==> src/rtl/bin_to_bcd.sv <==
// bin_to_bcd: sequential shift-and-add-3 binary-to-BCD converter, one conversion per start.
// Define BIN_TO_BCD_BLANK_EN to replace leading zero digits on bcd_o with 4'hF.
module bin_to_bcd #(
   parameter int unsigned BIN_W  = 10,
   parameter int unsigned DIGITS = 4
) (
   input  logic                  clk_i,
   input  logic                  rstn_i,
   input  logic [BIN_W-1:0]      bin_i,
   input  logic                  start_i,
   output logic                  busy_o,
   output logic                  valid_o,
   output logic [4*DIGITS-1:0]   bcd_o,
   output logic                  overflow_o
);
   localparam int unsigned ACC_W = 4 * DIGITS;
   localparam int unsigned CNT_W = $clog2(BIN_W + 1);
`ifdef BIN_TO_BCD_BLANK_EN
   localparam logic [ACC_W-1:0] BCD_RST = {ACC_W{1'b1}} << 4;
`else
   localparam logic [ACC_W-1:0] BCD_RST = '0;
`endif

   typedef enum logic {IDLE, SHIFT} state_t;

   state_t             state_q, state_d;
   logic [BIN_W-1:0]   bin_q, bin_d, step_bin;
   logic [ACC_W-1:0]   acc_q, acc_d, adj, step_acc;
   logic [CNT_W-1:0]   cnt_q, cnt_d;
   logic               ovf_q, ovf_d, carry;
   logic [ACC_W-1:0]   bcd_d;
   logic               overflow_d, valid_d;

   function automatic logic [ACC_W-1:0] blank(input logic [ACC_W-1:0] d);
      logic [ACC_W-1:0] r;
`ifdef BIN_TO_BCD_BLANK_EN
      logic lead;
      lead = 1'b1;
`endif
      r = d;
`ifdef BIN_TO_BCD_BLANK_EN
      // Walk from the top digit down; digit 0 is never blanked.
      for (int unsigned i = DIGITS - 1; i >= 1; i--) begin
         lead = lead & (d[4*i +: 4] == 4'd0);
         if (lead) r[4*i +: 4] = 4'hF;
      end
`endif
      return r;
   endfunction

   always_comb begin
      adj = acc_q;
      for (int unsigned i = 0; i < DIGITS; i++) begin
         if (acc_q[4*i +: 4] >= 4'd5) adj[4*i +: 4] = acc_q[4*i +: 4] + 4'd3;
      end
   end

   assign carry    = adj[ACC_W-1];
   assign step_acc = {adj[ACC_W-2:0], bin_q[BIN_W-1]};
   assign step_bin = bin_q << 1;
   assign busy_o   = (state_q == SHIFT);

   always_comb begin
      state_d    = state_q;
      bin_d      = bin_q;
      acc_d      = acc_q;
      ovf_d      = ovf_q;
      cnt_d      = cnt_q;
      bcd_d      = bcd_o;
      overflow_d = overflow_o;
      valid_d    = 1'b0;
      case (state_q)
         IDLE: begin
            if (start_i) begin
               bin_d   = bin_i;
               acc_d   = '0;
               ovf_d   = 1'b0;
               cnt_d   = CNT_W'(BIN_W);
               state_d = SHIFT;
            end
         end
         SHIFT: begin
            acc_d = step_acc;
            bin_d = step_bin;
            ovf_d = ovf_q | carry;
            cnt_d = cnt_q - CNT_W'(1);
            if (cnt_q == CNT_W'(1)) begin
               bcd_d      = blank(step_acc);
               overflow_d = ovf_q | carry;
               valid_d    = 1'b1;
               state_d    = IDLE;
            end
         end
         default: state_d = IDLE;
      endcase
   end

   always_ff @(posedge clk_i or negedge rstn_i) begin
      if (!rstn_i) begin
         state_q    <= IDLE;
         bin_q      <= '0;
         acc_q      <= '0;
         ovf_q      <= 1'b0;
         cnt_q      <= '0;
         bcd_o      <= BCD_RST;
         overflow_o <= 1'b0;
         valid_o    <= 1'b0;
      end else begin
         state_q    <= state_d;
         bin_q      <= bin_d;
         acc_q      <= acc_d;
         ovf_q      <= ovf_d;
         cnt_q      <= cnt_d;
         bcd_o      <= bcd_d;
         overflow_o <= overflow_d;
         valid_o    <= valid_d;
      end
   end
endmodule

==> config.mk <==
export PLATFORM = sky130hd
export DESIGN_NAME = bin_to_bcd
export DESIGN_NICKNAME = d
export VERILOG_FILES = /design/src/rtl/bin_to_bcd.sv
export SDC_FILE = /design/constraint.sdc
export NUM_CORES = 1
export LEC_CHECK = 0
export BUFFER_PORTS_ARGS = -buffer_cell sky130_fd_sc_hd__buf_4
export CAP_MARGIN = 20
export CORE_MARGIN = 2
export CORE_UTILIZATION = 45
export CTS_BUF_LIST = sky130_fd_sc_hd__clkbuf_4
export DETAILED_ROUTE_END_ITERATION = 10
export GPL_TIMING_DRIVEN = 1
export PLACE_DENSITY = 0.73
export SETUP_SLACK_MARGIN = 0.02
export SLEW_MARGIN = 20
export SYNTH_ARGS = -nofsm -noshare
export SYNTH_HDL_FRONTEND = slang
export SYNTH_SLANG_ARGS = --single-unit
==> constraint.sdc <==
create_clock -name clk_i -period 1.45 [get_ports clk_i]
set_input_delay 0.145 -clock clk_i [delete_from_list [all_inputs] [get_ports clk_i]]
set_output_delay 0.145 -clock clk_i [all_outputs]
set_load 0.01 [all_outputs]
After elaboration in Yosys (flattened, before gate mapping). Cells that the tools add are included.

$add $sub $neg: 5. $lt $le $gt $ge: 4. Equal/unequal tests: 2. Muxes and demuxes: 17. Bitwise logic cells: 2. Reduce and logical (&&, ||, !) cells: 1.

Operators with widths (number): $pmux 16 s2 (1); $mux 4 (5); $pmux 10 s2 (1); $add 4x2->4 const B (4); $ge 4x3->1 const B (4); $mux 16 (1); $mux 10 (1); $pmux 4 s2 (1); $mux 1 (5); $eq 4x1->1 const B (1); $pmux 1 s2 (2); $sub 4x1->4 const B (1); $ne 2x2->1 const B (1); $reduce_and 2->1 (1); $not 1->1 (1); $or 1x1->1 (1).

Bits in registers: 50. Input bits: 13. Output and inout port bits: 19. Logic and storage cells: 39.

Longest topological paths before layout.
Depth after elaboration: 4. Mapped depth: 7.

Worst setup path before layout. Ideal clock, no wire load.

Path type: reg2reg. Start point: register acc_q[12]. End point: register bcd_o[14]. Library setup time: 0.083 ns. Arrival time: 1.400 ns. Data required time: 1.367 ns. Path slack: -0.033 ns. Stages on the path, launching flop included: 6. Buffers on the path: 0. Period minus slack after synthesis: 1.483 ns. Cell sequence: dfrtp_1 ha_1 nand2b_1 a21oi_2 mux2_2 o21ai_0.

Word-level cells in the longest chain between the ends: 2. Elaborated cells on any way between the ends: 3. Those cells by class: add/sub: 1; order compare: 1; mux: 1.

Ends and longest elaborated chain: from (decl) (line 28) `logic [ACC_W-1:0] acc_q, acc_d, adj, step_acc;`; from (signal assigned) (line 102) `acc_q <= '0;`; from (signal assigned) (line 111) `acc_q <= acc_d;`; $add 4x2->4 / $ge 4x3->1 (equally long branches) (line 54) `if (acc_q[4*i +: 4] >= 4'd5) adj[4*i +: 4] = acc_q[4*i +: 4] + 4'd3;`; $mux 4 (*) (line 54); to (signal assigned) (line 105) `bcd_o <= BCD_RST;`; to (signal assigned) (line 114) `bcd_o <= bcd_d;`; to (decl) (line 13) `output logic [4*DIGITS-1:0] bcd_o,`.

Every way passes the cells marked *; elsewhere a longest branch is shown, timed or not. A chain may end at the register's enable or synchronous reset.

Final worst setup path.
Start point: register acc_q[9]. End point: register bcd_o[10].

Same word-level chain as after synthesis.

==> impl_metrics.toml <==
[global_routing]
antenna_found_initial = 0
grtUsageTotal_pct = 17.5
grt_pass1_wl_um = 8440
grt_max_degree = 51
gr-total-overflow = 0
grt_pass1_vias = 1861

[power_and_ir_drop]
p_int_mw = 4.48
finalPower_mw = 7.28
irDropWorstVdd_mv = 1.23
clkPwrFrac_pct = 8.9
seq_power_share_pct = 35.4
p_sw_share_pct = 38.5
p_comb_share_pct = 55.8
power_density_nw_per_um2 = 2260
switchingPower_mw = 2.80
leakagePower_nw = 1.56

[route]
drt-wirelength-per-cell_um = 14.1
drt_pass1_iterations = 4
viasPerCell = 5.07
ant_nets = 0
drt_wl_total_um = 5030
vias = 1811
dr.first_iter.drc_count = 57
drc = 0

[critical_path]
crit_required_ns = 1.78
critPathKind = "register to register"
end_kind = "register"
worstRegToRegCells = 6
critPathArrivalTime_ns = 1.82
cp_max_fo = 4
worstSetupStartpointType = "register"

[timing]
rsz0062_at_grt = "yes"
fin_crit_sh_pct = 102
max_freq_mhz = 673
final.setup.worst_slack_ns = -0.0362
maxSlewViolCount = 0
relSlewSlack_pct = 58.4
finalCriticalPeriod_ns = 1.49
hold_violations = 0
tightest_slew_ns = 0.624
finClkSkew_ns = 0.0164
setup_violations = 2

[finish]
syn_to_final_growth_pct = 31.5
stdcell_count = 357
final_common_cell = "buf_4"
fillers = 430
antennaDiodeCount = 0
drive_gt1_share_pct = 40.1
final_cell_mix = "buf_4, dfrtp_1, nand2_1, mux2i_1, o21ai_0"
fin_nets = 309

[floorplan]
die_w_um = 77.8
die_h_um = 77.8
initial_utilization_pct = 47.4
rows = 26
core-area_sq_um = 5170
die_area_sq_um = 6060
ios = 32

[hold_path]
min_path_cells = 3
hp-class = "input port to register"

[placement]
dp.cells = 334
place.gp.congestion = 0.770
dp_hpwl_um = 3150
numPortBuffers = 31

[cts]
tritoncts = "done"
cts-root-buf = "clkbuf_4"
cts.clk_slew.worst_paths_ns = 0.15
h-tree-depth = 2
cts_buffer_depth = 2
clkLatencyLatePin_ns = 0.38
cts_made_buffers = 5
clkSinkCount = 50

[yosys]
ys_ff_latch = 50
yosysSeqAreaShare_pct = 51.0
yosysWarnings = 0
avgSynthCellArea_sq_um = 10.9
synth_fp_nets = 249
ys_types = 29
syn_area_sq_um = 2450
synth_cells = 226

[flow_run]
drv_cap = 0

[outcome]
status = "finished, violations left"
violations = "setup timing"
[metal layers]
layer  vias to the layer above  part of all wire [%]  global-route usage, %
li1                        886                     -                      -
met1                       889                    44                   21.5
met2                        30                    52                   30.3
met3                         6                   3.5                   4.53
met4                         0                  0.97                   4.82
met5                         -                     0                      0
[registers in the layout (all words and copies together), names as in the netlist]
signal and flops:
acc_q 16, bcd_o 16, bin_q 10, overflow_o 1
valid_o 1, cnt_q 4, ovf_q 1, busy_o 1
[logic make-up (layout without fill, tap and decap cells)]
| family | count (synthesis) | count (layout) | share of synthesized area, % |
|---|---|---|---|
| AND/OR/NAND/NOR | 60 | 60 | 12.3 |
| flip-flops | 50 | 50 | 51.0 |
| AO/OA/AOI/OAI | 47 | 47 | 11.4 |
| multiplexers | 30 | 30 | 13.8 |
| buffers and inverters | 23 | 84 | 4.28 |
| adder cells (fa/ha/maj) | 10 | 10 | 5.10 |
| XOR/XNOR | 6 | 6 | 2.14 |
[power by group through the flow]
stage | Sequential (mW) | Combinational (mW) | Clock (mW)
final | 2.57 | 4.06 | 0.645
after detailed placement | 2.52 | 3.24 | 0
after floorplan | 2.52 | 2.09 | 0
after CTS | 2.50 | 3.60 | 0.659
after global placement | 2.50 | 3.13 | 0
after global routing | 2.66 | 4.48 | 0.716
[synthesized netlist by cell type]
cell | number | area, sq um
nand2_1 | 31 | 116
inv_2 | 1 | 3.75
a21o_1 | 8 | 60.1
buf_6 | 1 | 11.3
nor3_1 | 8 | 40.0
mux2i_1 | 21 | 210
clkbuf_1 | 1 | 3.75
nor2_1 | 4 | 15.0
o21ai_0 | 22 | 110
o31ai_1 | 2 | 15.0
inv_1 | 10 | 37.5
buf_4 | 1 | 7.51
clkinv_1 | 1 | 3.75
nor2_2 | 1 | 6.26
dfrtp_1 | 50 | 1250
buf_1 | 2 | 7.51
a22o_1 | 1 | 8.76
mux2_4 | 7 | 105
ha_1 | 10 | 125
nand2b_1 | 4 | 25.0
a21oi_1 | 10 | 50.1
xor2_1 | 1 | 8.76
nand3_4 | 1 | 17.5
mux2_2 | 2 | 22.5
or2b_1 | 1 | 7.51
nor3b_1 | 10 | 75.1
xnor2_1 | 5 | 43.8
buf_2 | 6 | 30.0
a21oi_2 | 4 | 35.0
[worst paths after layout]
path | slack, ns | end | start
setup / recovery | -0.04 | bcd_o[10]$_DFFE_PN0P_ | acc_q[9]$_DFFE_PN0P_
hold / removal | 0.02 | bin_q[0]$_DFFE_PN0P_ | bin_i[0]
setup reg to reg | -0.04 | bcd_o[10]$_DFFE_PN0P_ | acc_q[9]$_DFFE_PN0P_
hold reg to reg | 0.50 | bcd_o[11]$_DFFE_PN0P_ | bcd_o[11]$_DFFE_PN0P_
max in group asynchronous | 0.71 | cnt_q[1]$_DFFE_PN0P_ | rstn_i
min in group asynchronous | 0.31 | overflow_o$_DFFE_PN0P_ | rstn_i
[critical path, cell delays in order, from the launching register on]
cell      delay, ns
dfrtp_1        0.40
inv_2          0.09
ha_4           0.16
nand2b_4       0.14
a21oi_4        0.20
mux2i_2        0.27
mux2_4         0.18
[per-stage QoR]
step / setup slack [ns] / area, sq um / hold WS, ns / TNS [ns] / utilization (%)
after floorplan: 0.0258 / 2470 / -0.151 / 0 / -
after global placement: -0.00260 / 2880 / 0.206 / -0.00260 / 55.6
after detailed placement: -0.0734 / 2880 / 0.212 / -0.223 / 55.6
after CTS: 0.0214 / 3050 / 0.00126 / 0 / 59.0
after global routing: -0.0955 / 3230 / 0.0167 / -0.522 / 62.4
final: -0.0362 / 3230 / 0.0185 / -0.0453 / 62.4
[final cells by class]
type                       instances  area (sq um)  area share (%)
clock buffer                       6          45.0            1.40
clock inverter                     2          8.76           0.271
inverter                          12          45.0            1.40
multi-input combinational        153          1290            39.9
sequential                        50          1250            38.8
tap                               70          87.6            2.71
timing repair buffer              64           503            15.6
[timing repair]
| item | in CTS | in global routing |
|---|---|---|
| endpoints found under the hold margin | 50 | 0 |
| endpoints found under the setup margin | 11 | 23 |
| buffers inserted | 6 | 8 |
| hold buffers | 1 | 0 |
| gates resized for setup | 14 | 32 |
| pin swaps | 4 | 9 |
(Power assumes the default switching activity.)
